==> src/rtl/fft_writeback_sequencer.sv <==
// Copies a finished FFT result frame from the sample buffer to system memory,
// one buffer read followed by one Avalon-MM write per word.
module fft_writeback_sequencer #(
  parameter int NUM_POINTS  = 512,
  parameter int BUF_ADDR_W  = 9,
  parameter int DATA_W      = 16,
  parameter int BUS_ADDR_W  = 64,
  parameter int BYTE_STRIDE = 2
) (
  input  logic                  clk,
  input  logic                  n_rst,
  input  logic                  fft_done,
  input  logic [BUS_ADDR_W-1:0] base_address,
  output logic                  sReEn,
  output logic [BUF_ADDR_W-1:0] sampled_address,
  input  logic [DATA_W-1:0]     sampled_data,
  output logic                  master_write,
  output logic [BUS_ADDR_W-1:0] master_address,
  output logic [DATA_W-1:0]     master_write_data,
  input  logic                  master_waitrequest,
  input  logic [1:0]            master_response,
  output logic                  busy,
  output logic                  frame_done,
  output logic                  error
);

  typedef enum logic [2:0] {
    IDLE   = 3'd0,
    FETCH  = 3'd1,
    LATCH  = 3'd2,
    WRITE  = 3'd3,
    FINISH = 3'd4
  } state_t;

  localparam logic [BUF_ADDR_W:0] LAST_IDX = (BUF_ADDR_W+1)'(NUM_POINTS - 1);
  localparam logic [BUF_ADDR_W:0] IDX_ONE  = (BUF_ADDR_W+1)'(1);

  state_t                  state_r, state_s;
  logic [BUF_ADDR_W:0]     idx_r, idx_s;
  logic [BUS_ADDR_W-1:0]   base_r;
  logic [BUS_ADDR_W-1:0]   offset_s;
  logic                    start_s;
  logic                    resp_err_s;
  logic                    accept_s;

  // Byte offset of the current word; the add below wraps modulo 2^BUS_ADDR_W.
  assign offset_s   = BUS_ADDR_W'(idx_r) * BUS_ADDR_W'(BYTE_STRIDE);
  assign resp_err_s = (master_response == 2'b10) || (master_response == 2'b11);
  assign accept_s   = (state_r == WRITE) && !master_waitrequest;

  // Next-state and word-index logic.
  always_comb begin
    state_s = state_r;
    idx_s   = idx_r;
    start_s = 1'b0;
    case (state_r)
      IDLE: begin
        if (fft_done) begin
          state_s = FETCH;
          idx_s   = '0;
          start_s = 1'b1;
        end else begin
          state_s = IDLE;
        end
      end
      FETCH:  state_s = LATCH;
      LATCH:  state_s = WRITE;
      WRITE: begin
        if (!master_waitrequest) begin
          if (resp_err_s) begin
            state_s = FINISH;
          end else if (idx_r == LAST_IDX) begin
            state_s = FINISH;
          end else begin
            idx_s   = idx_r + IDX_ONE;
            state_s = FETCH;
          end
        end else begin
          state_s = WRITE;
        end
      end
      FINISH:  state_s = IDLE;
      default: state_s = IDLE;
    endcase
  end

  // State, word index and latched base address.
  always_ff @(posedge clk or negedge n_rst) begin
    if (!n_rst) begin
      state_r <= IDLE;
      idx_r   <= '0;
      base_r  <= '0;
    end else begin
      state_r <= state_s;
      idx_r   <= idx_s;
      if (start_s) begin
        base_r <= base_address;
      end
    end
  end

  // Registered outputs decoded from the next state so they align with it.
  always_ff @(posedge clk or negedge n_rst) begin
    if (!n_rst) begin
      sReEn             <= 1'b0;
      sampled_address   <= '0;
      master_write      <= 1'b0;
      master_address    <= '0;
      master_write_data <= '0;
      busy              <= 1'b0;
      frame_done        <= 1'b0;
      error             <= 1'b0;
    end else begin
      sReEn        <= (state_s == FETCH);
      master_write <= (state_s == WRITE);
      busy         <= (state_s != IDLE);
      frame_done   <= (state_s == FINISH);
      if (state_s == FETCH) begin
        sampled_address <= idx_s[BUF_ADDR_W-1:0];
      end
      // Buffer data is valid in LATCH; address/data then stay frozen through WRITE.
      if (state_r == LATCH) begin
        master_write_data <= sampled_data;
        master_address    <= base_r + offset_s;
      end
      if (start_s) begin
        error <= 1'b0;
      end else if (accept_s && resp_err_s) begin
        error <= 1'b1;
      end
    end
  end

endmodule

==> config.mk <==
export PLATFORM = sky130hd
export DESIGN_NAME = fft_writeback_sequencer
export DESIGN_NICKNAME = d
export VERILOG_FILES = /design/src/rtl/fft_writeback_sequencer.sv
export SDC_FILE = /design/constraint.sdc
export NUM_CORES = 1
export LEC_CHECK = 0
export ABC_AREA = 1
export BUFFER_PORTS_ARGS = -buffer_cell sky130_fd_sc_hd__buf_2
export CORE_UTILIZATION = 26
export DETAILED_ROUTE_END_ITERATION = 16
export SETUP_SLACK_MARGIN = 0.2
export SYNTH_ARGS = -nofsm -noshare
export SYNTH_HDL_FRONTEND = slang
export SYNTH_SLANG_ARGS = --single-unit
export TNS_END_PERCENT = 20
==> constraint.sdc <==
create_clock -name clk -period 2.8 [get_ports clk]
set_input_delay 0.14 -clock clk [delete_from_list [all_inputs] [get_ports clk]]
set_output_delay 0.14 -clock clk [all_outputs]
set_load 0.02 [all_outputs]
# == Word level (Yosys, flattened, before mapping) ==
# Cells that the tools add are included.
# W data, S select, Z words.
# classes
n_eq_ne,13
n_reduce_logical,9
add_sub_neg,2
n_mux,14
# ops
op,count
$add A64 B11 Y64,1
$mux W10,4
$pmux W10 S2,1
$pmux W3 S4,1
$add A10 B1 Y10 const B,1
$eq A10 B9 Y1 const B,1
$eq A3 B2 Y1 const B,3
$mux W3,3
$ne A2 B2 Y1 const B,4
$eq A3 B1 Y1 const B,2
$mux W1,5
$reduce_and A5 Y1,1
$eq A2 B2 Y1 const B,2
$reduce_bool A2 Y1,2
$eq A3 B3 Y1 const B,1
$logic_not A3 Y1,1
$reduce_bool A3 Y1,1
$logic_and A1 B1 Y1,2
$logic_not A1 Y1,1
$logic_or A1 B1 Y1,1
# word_totals
output_inout_bits,94
regBits,171
input_bits,86
wordCells,50

# == Longest topological paths before layout ==
# depth
depth_word,6
depth_mapped,14
depth_no_buf,14

# == Least setup slack after synthesis ==
# OpenSTA, ideal clock, no wires.
# synth_path
kind,register to register
start,reg idx_r[0]
end,reg master_address[37]
t_arrival_ns,1.902
required_time_ns,2.683
path_slack_ns,0.781
setup_time_ns,0.117
synth_period_minus_slack_ns,2.019
n_path_buf,0
path_stages_with_launch,15
path_cell_list,dfrtp_1 ha_1 fa_1 nand2_1 nand3_1 nand2_1 inv_1 nand2_1 nand3_2 nand2_1 inv_2 nand2_1 nand2_1 nand3_1 nand2_1
# synth_via
elab_chain_cells,1
# synth_rtl
item,line_no,text
start: declaration,39,"logic [BUF_ADDR_W:0] idx_r, idx_s;"
start signal: assignment,95,idx_r <= idx_s;
$add A64 B11 Y64,124,master_address <= base_r + offset_s;
end signal: assignment,124,
end: declaration,18,"output logic [BUS_ADDR_W-1:0] master_address,"
# No other way between the ends.
# A chain may end at the register's enable or synchronous reset.

# == Worst setup path after layout ==
# layout_path
start,reg idx_r[0]
end,reg master_address[33]
# The elaborated chain is that of the path after synthesis.

==> flow_metrics.env <==
export IMPL_status="complete, no violations"
export IMPL_synth_cell_types=40
export IMPL_num_rows=69
export IMPL_finalHoldViolations=0
export IMPL_endpoint_kind="register"
export IMPL_yosys_most_used_dff="dfrtp_1"
export IMPL_rsz0062_at_grt="no"
export IMPL_num_vias=9108
export IMPL_syn_area_per_cell_um2=7.12
export IMPL_synth_top_cell_area_share_pct=45.4
export IMPL_cts_tree="done"
export IMPL_setup_violations_final=0
export IMPL_syn_to_final_growth_pct=30.0
export IMPL_clock_latency_ns=0.44
export IMPL_design_die_area_um2=37000
export IMPL_die_x_um=192
export IMPL_cts_buffers=17
export IMPL_totalWireLength_mm=31.6
export IMPL_core_region_area_um2=35600
export IMPL_min_to="state_r[0]"
export IMPL_crit_top_cell="nand2_1"
export IMPL_synth_area_um2=9420
export IMPL_ir_drop_mv=0.465
export IMPL_crit_slowest_cell="fa_1"
export IMPL_drive_above_1_share_pct=16.9
export IMPL_overflow=0
export IMPL_crit_start="idx_r[0]"
export IMPL_cellPowerDensity_nw_per_um2=941
export IMPL_htree_levels=4
export IMPL_clock_sinks=171
export IMPL_multi_input_area_um2=4370
export IMPL_io_pins=180
export IMPL_drt_first_iter_violations=661
export IMPL_grt_pass1_wl_mm=49.3
export IMPL_period_needed_ns=2.37
export IMPL_wl_per_cell_um=15.4
export IMPL_tightest_slew_ns=0.812
export IMPL_holdWs_ns=0.0872
export IMPL_ys_seq_area_share_pct=45.4
export IMPL_dr_pass1_iters=5
export IMPL_slowest_delay_ns=0.46
export IMPL_fmax_mhz=421
export IMPL_cp_start_kind="register"
export IMPL_syn_instance_count=1323
export IMPL_ys_async_sr_fraction_pct=100
export IMPL_port_buffers=178
export IMPL_syn_nets=1421
export IMPL_fill_cells=3846
export IMPL_cp_data_required_time_ns=3.12
export IMPL_viasPerCell=4.44
export IMPL_synth_edf_count=0
export IMPL_antenna_cells=0
export IMPL_slew_headroom_pct=45.9
export IMPL_reg2reg_to="master_address[33]"
export IMPL_ant_nets=0
export IMPL_holdCritPathClass="primary input to register"
export IMPL_path_clk_slew_ns=0.07
export IMPL_cts_buffer_depth=2
export IMPL_fin_worst_skew_ns=0.0118
export IMPL_hold_path_cell_count=5
export IMPL_cts_setup_buffers=0
export IMPL_yosysWarnings=0
export IMPL_drc_errors=0
export IMPL_grt_max_degree=99
export IMPL_final_period_utilization_pct=84.8
export IMPL_grt_usage_pct=17.6
export IMPL_regArea_um2=4280
export IMPL_synth_area_top_cells="dfrtp_1 (45%), nand2_1 (23%), inv_1 (6.0%)"
export IMPL_crit_type="register to register"
export IMPL_die_height_um=192
export IMPL_grt_antenna_before_repair=0
export IMPL_slew_violations=0
export IMPL_cts_root_buffer="clkbuf_16"
export IMPL_critical_path_cell_chain="ha_1 > fa_1 > nand2_1 > nand3_1 > nand2_1 > inv_1 > nand2_1 > nand3_4 > nand2_2 > nor2_1 > nand2_1 > nand2_1 > nand2_1 > nand2_1"
export IMPL_min_from="master_waitrequest"
export IMPL_ff2ff_setup_slack_ns=0.43
export IMPL_p_leak_nw=6.52
export IMPL_max_cap_violations=0
export IMPL_place_congestion=0.887
export IMPL_dpl_hpwl_mm=24.0
export IMPL_fin_nets=1675
export IMPL_path_max_fanout=7
export IMPL_synth_commonest_cells="nand2_1 (580), dfrtp_1 (171), inv_1 (151)"
export IMPL_r2r_start="idx_r[0]"
export IMPL_yosysTopAreaCell="dfrtp_1"
export IMPL_worstPathArrival_ns=2.70
export IMPL_grt_pass1_vias=8976
export IMPL_initial_core_util_pct=26.5
export IMPL_synth_most_common_cell="nand2_1"
export IMPL_rr_worst_depth=14
export IMPL_synth_seq_cells=171
export IMPL_totalNegativeSetupSlack_ns=0
sequential cells by signal, indices dropped and copies added, names as in the netlist:
name	flops
master_write	1
error	1
idx_r	10
state_r	3
base_r	64
master_address	64
sampled_address	9
busy	1
frame_done	1
sReEn	1
master_write_data	16
logic make-up (layout without fill, tap and decap cells):
logic type	Yosys count	after routing	share of synthesized area (%)
DFF	171	171	45.4
and+or+nand+nor	829	829	37.0
buffers and inverters	193	460	8.17
adders and majority gates	12	12	1.67
xor gates and xnor gates	29	29	2.70
AOI/OAI and AO/OA	89	89	4.97
how the worst max path moves through the flow:
stage	end	slack [ns]	depth (start not counted)
after floorplan	master_address[37]	0.78	14
after global placement	master_address[33]	0.34	14
after detailed placement	master_address[37]	0.33	14
after CTS	master_address[37]	0.33	14
after global routing	master_address[37]	0.25	14
final	master_address[33]	0.43	14
layer usage:
| layer | up-vias | GRT usage (%) | routed length, um |
|---|---|---|---|
| met5 | - | 0 | 0 |
| met4 | 0 | 4.97 | 527 |
| met3 | 38 | 3.38 | 1750 |
| met2 | 245 | 27.9 | 14200 |
| met1 | 4229 | 24.2 | 15100 |
| li1 | 4596 | - | - |
metrics by stage:
step / worst slack [ns] / std cells / area, um2 / utilization (%) / total power [mW]
after floorplan: 0.781 / 1323 / 9420 / - / 7.38
after global placement: 0.336 / 1937 / 10800 / 30.4 / 8.99
after detailed placement: 0.330 / 1937 / 10800 / 30.4 / 9.07
after CTS: 0.328 / 2051 / 12200 / 34.4 / 11.7
after global routing: 0.255 / 2051 / 12200 / 34.4 / 12.5
final: 0.427 / 2051 / 12200 / 34.4 / 11.5
critical path, delay by kind of cell (launching register included):
kind,cells,cell delay (ns)
buffers and inverters,1,0.08
adders and majority gates,2,0.74
DFF,1,0.44
and+or+nand+nor,11,1.00
power breakdown:
| group | leakage (nW) | internal [mW] | total, mW | switching [mW] |
|---|---|---|---|---|
| clock network | 0.294 | 1.37 | 2.42 | 1.05 |
| registers | 2.16 | 3.53 | 4.40 | 0.874 |
| logic | 4.06 | 1.53 | 4.69 | 3.16 |
cells in the final DEF, fill, tap and decap left out, types with 11 or more instances in the layout:
| cell type | n |
|---|---|
| nand2_1 | 580 |
| nand2_2 | 13 |
| xnor2_1 | 11 |
| o21ai_0 | 67 |
| nor3_1 | 12 |
| nor2_1 | 81 |
| nor2_2 | 11 |
| ha_1 | 11 |
| dfrtp_1 | 171 |
| dlygate4sd3_1 | 82 |
| nand3_1 | 89 |
| xor2_1 | 18 |
| buf_2 | 177 |
| inv_1 | 150 |
| clkbuf_16 | 17 |
| nand4_1 | 18 |
timing repair:
item                                    in CTS  in global routing
hold buffers                                82                  0
gates resized for setup                      0                  1
hold endpoints to repair                   160                  0
endpoints found under the setup margin       0                  2
area by class of cell:
type / count / share of cell area, %
clock buffer: 19 / 3.70
clock inverter: 13 / 1.14
inverter: 160 / 4.93
tap: 461 / 4.71
sequential: 171 / 35.0
timing repair buffer: 268 / 14.8
multi-input combinational: 959 / 35.7
Power figures use the tool's default switching activity.
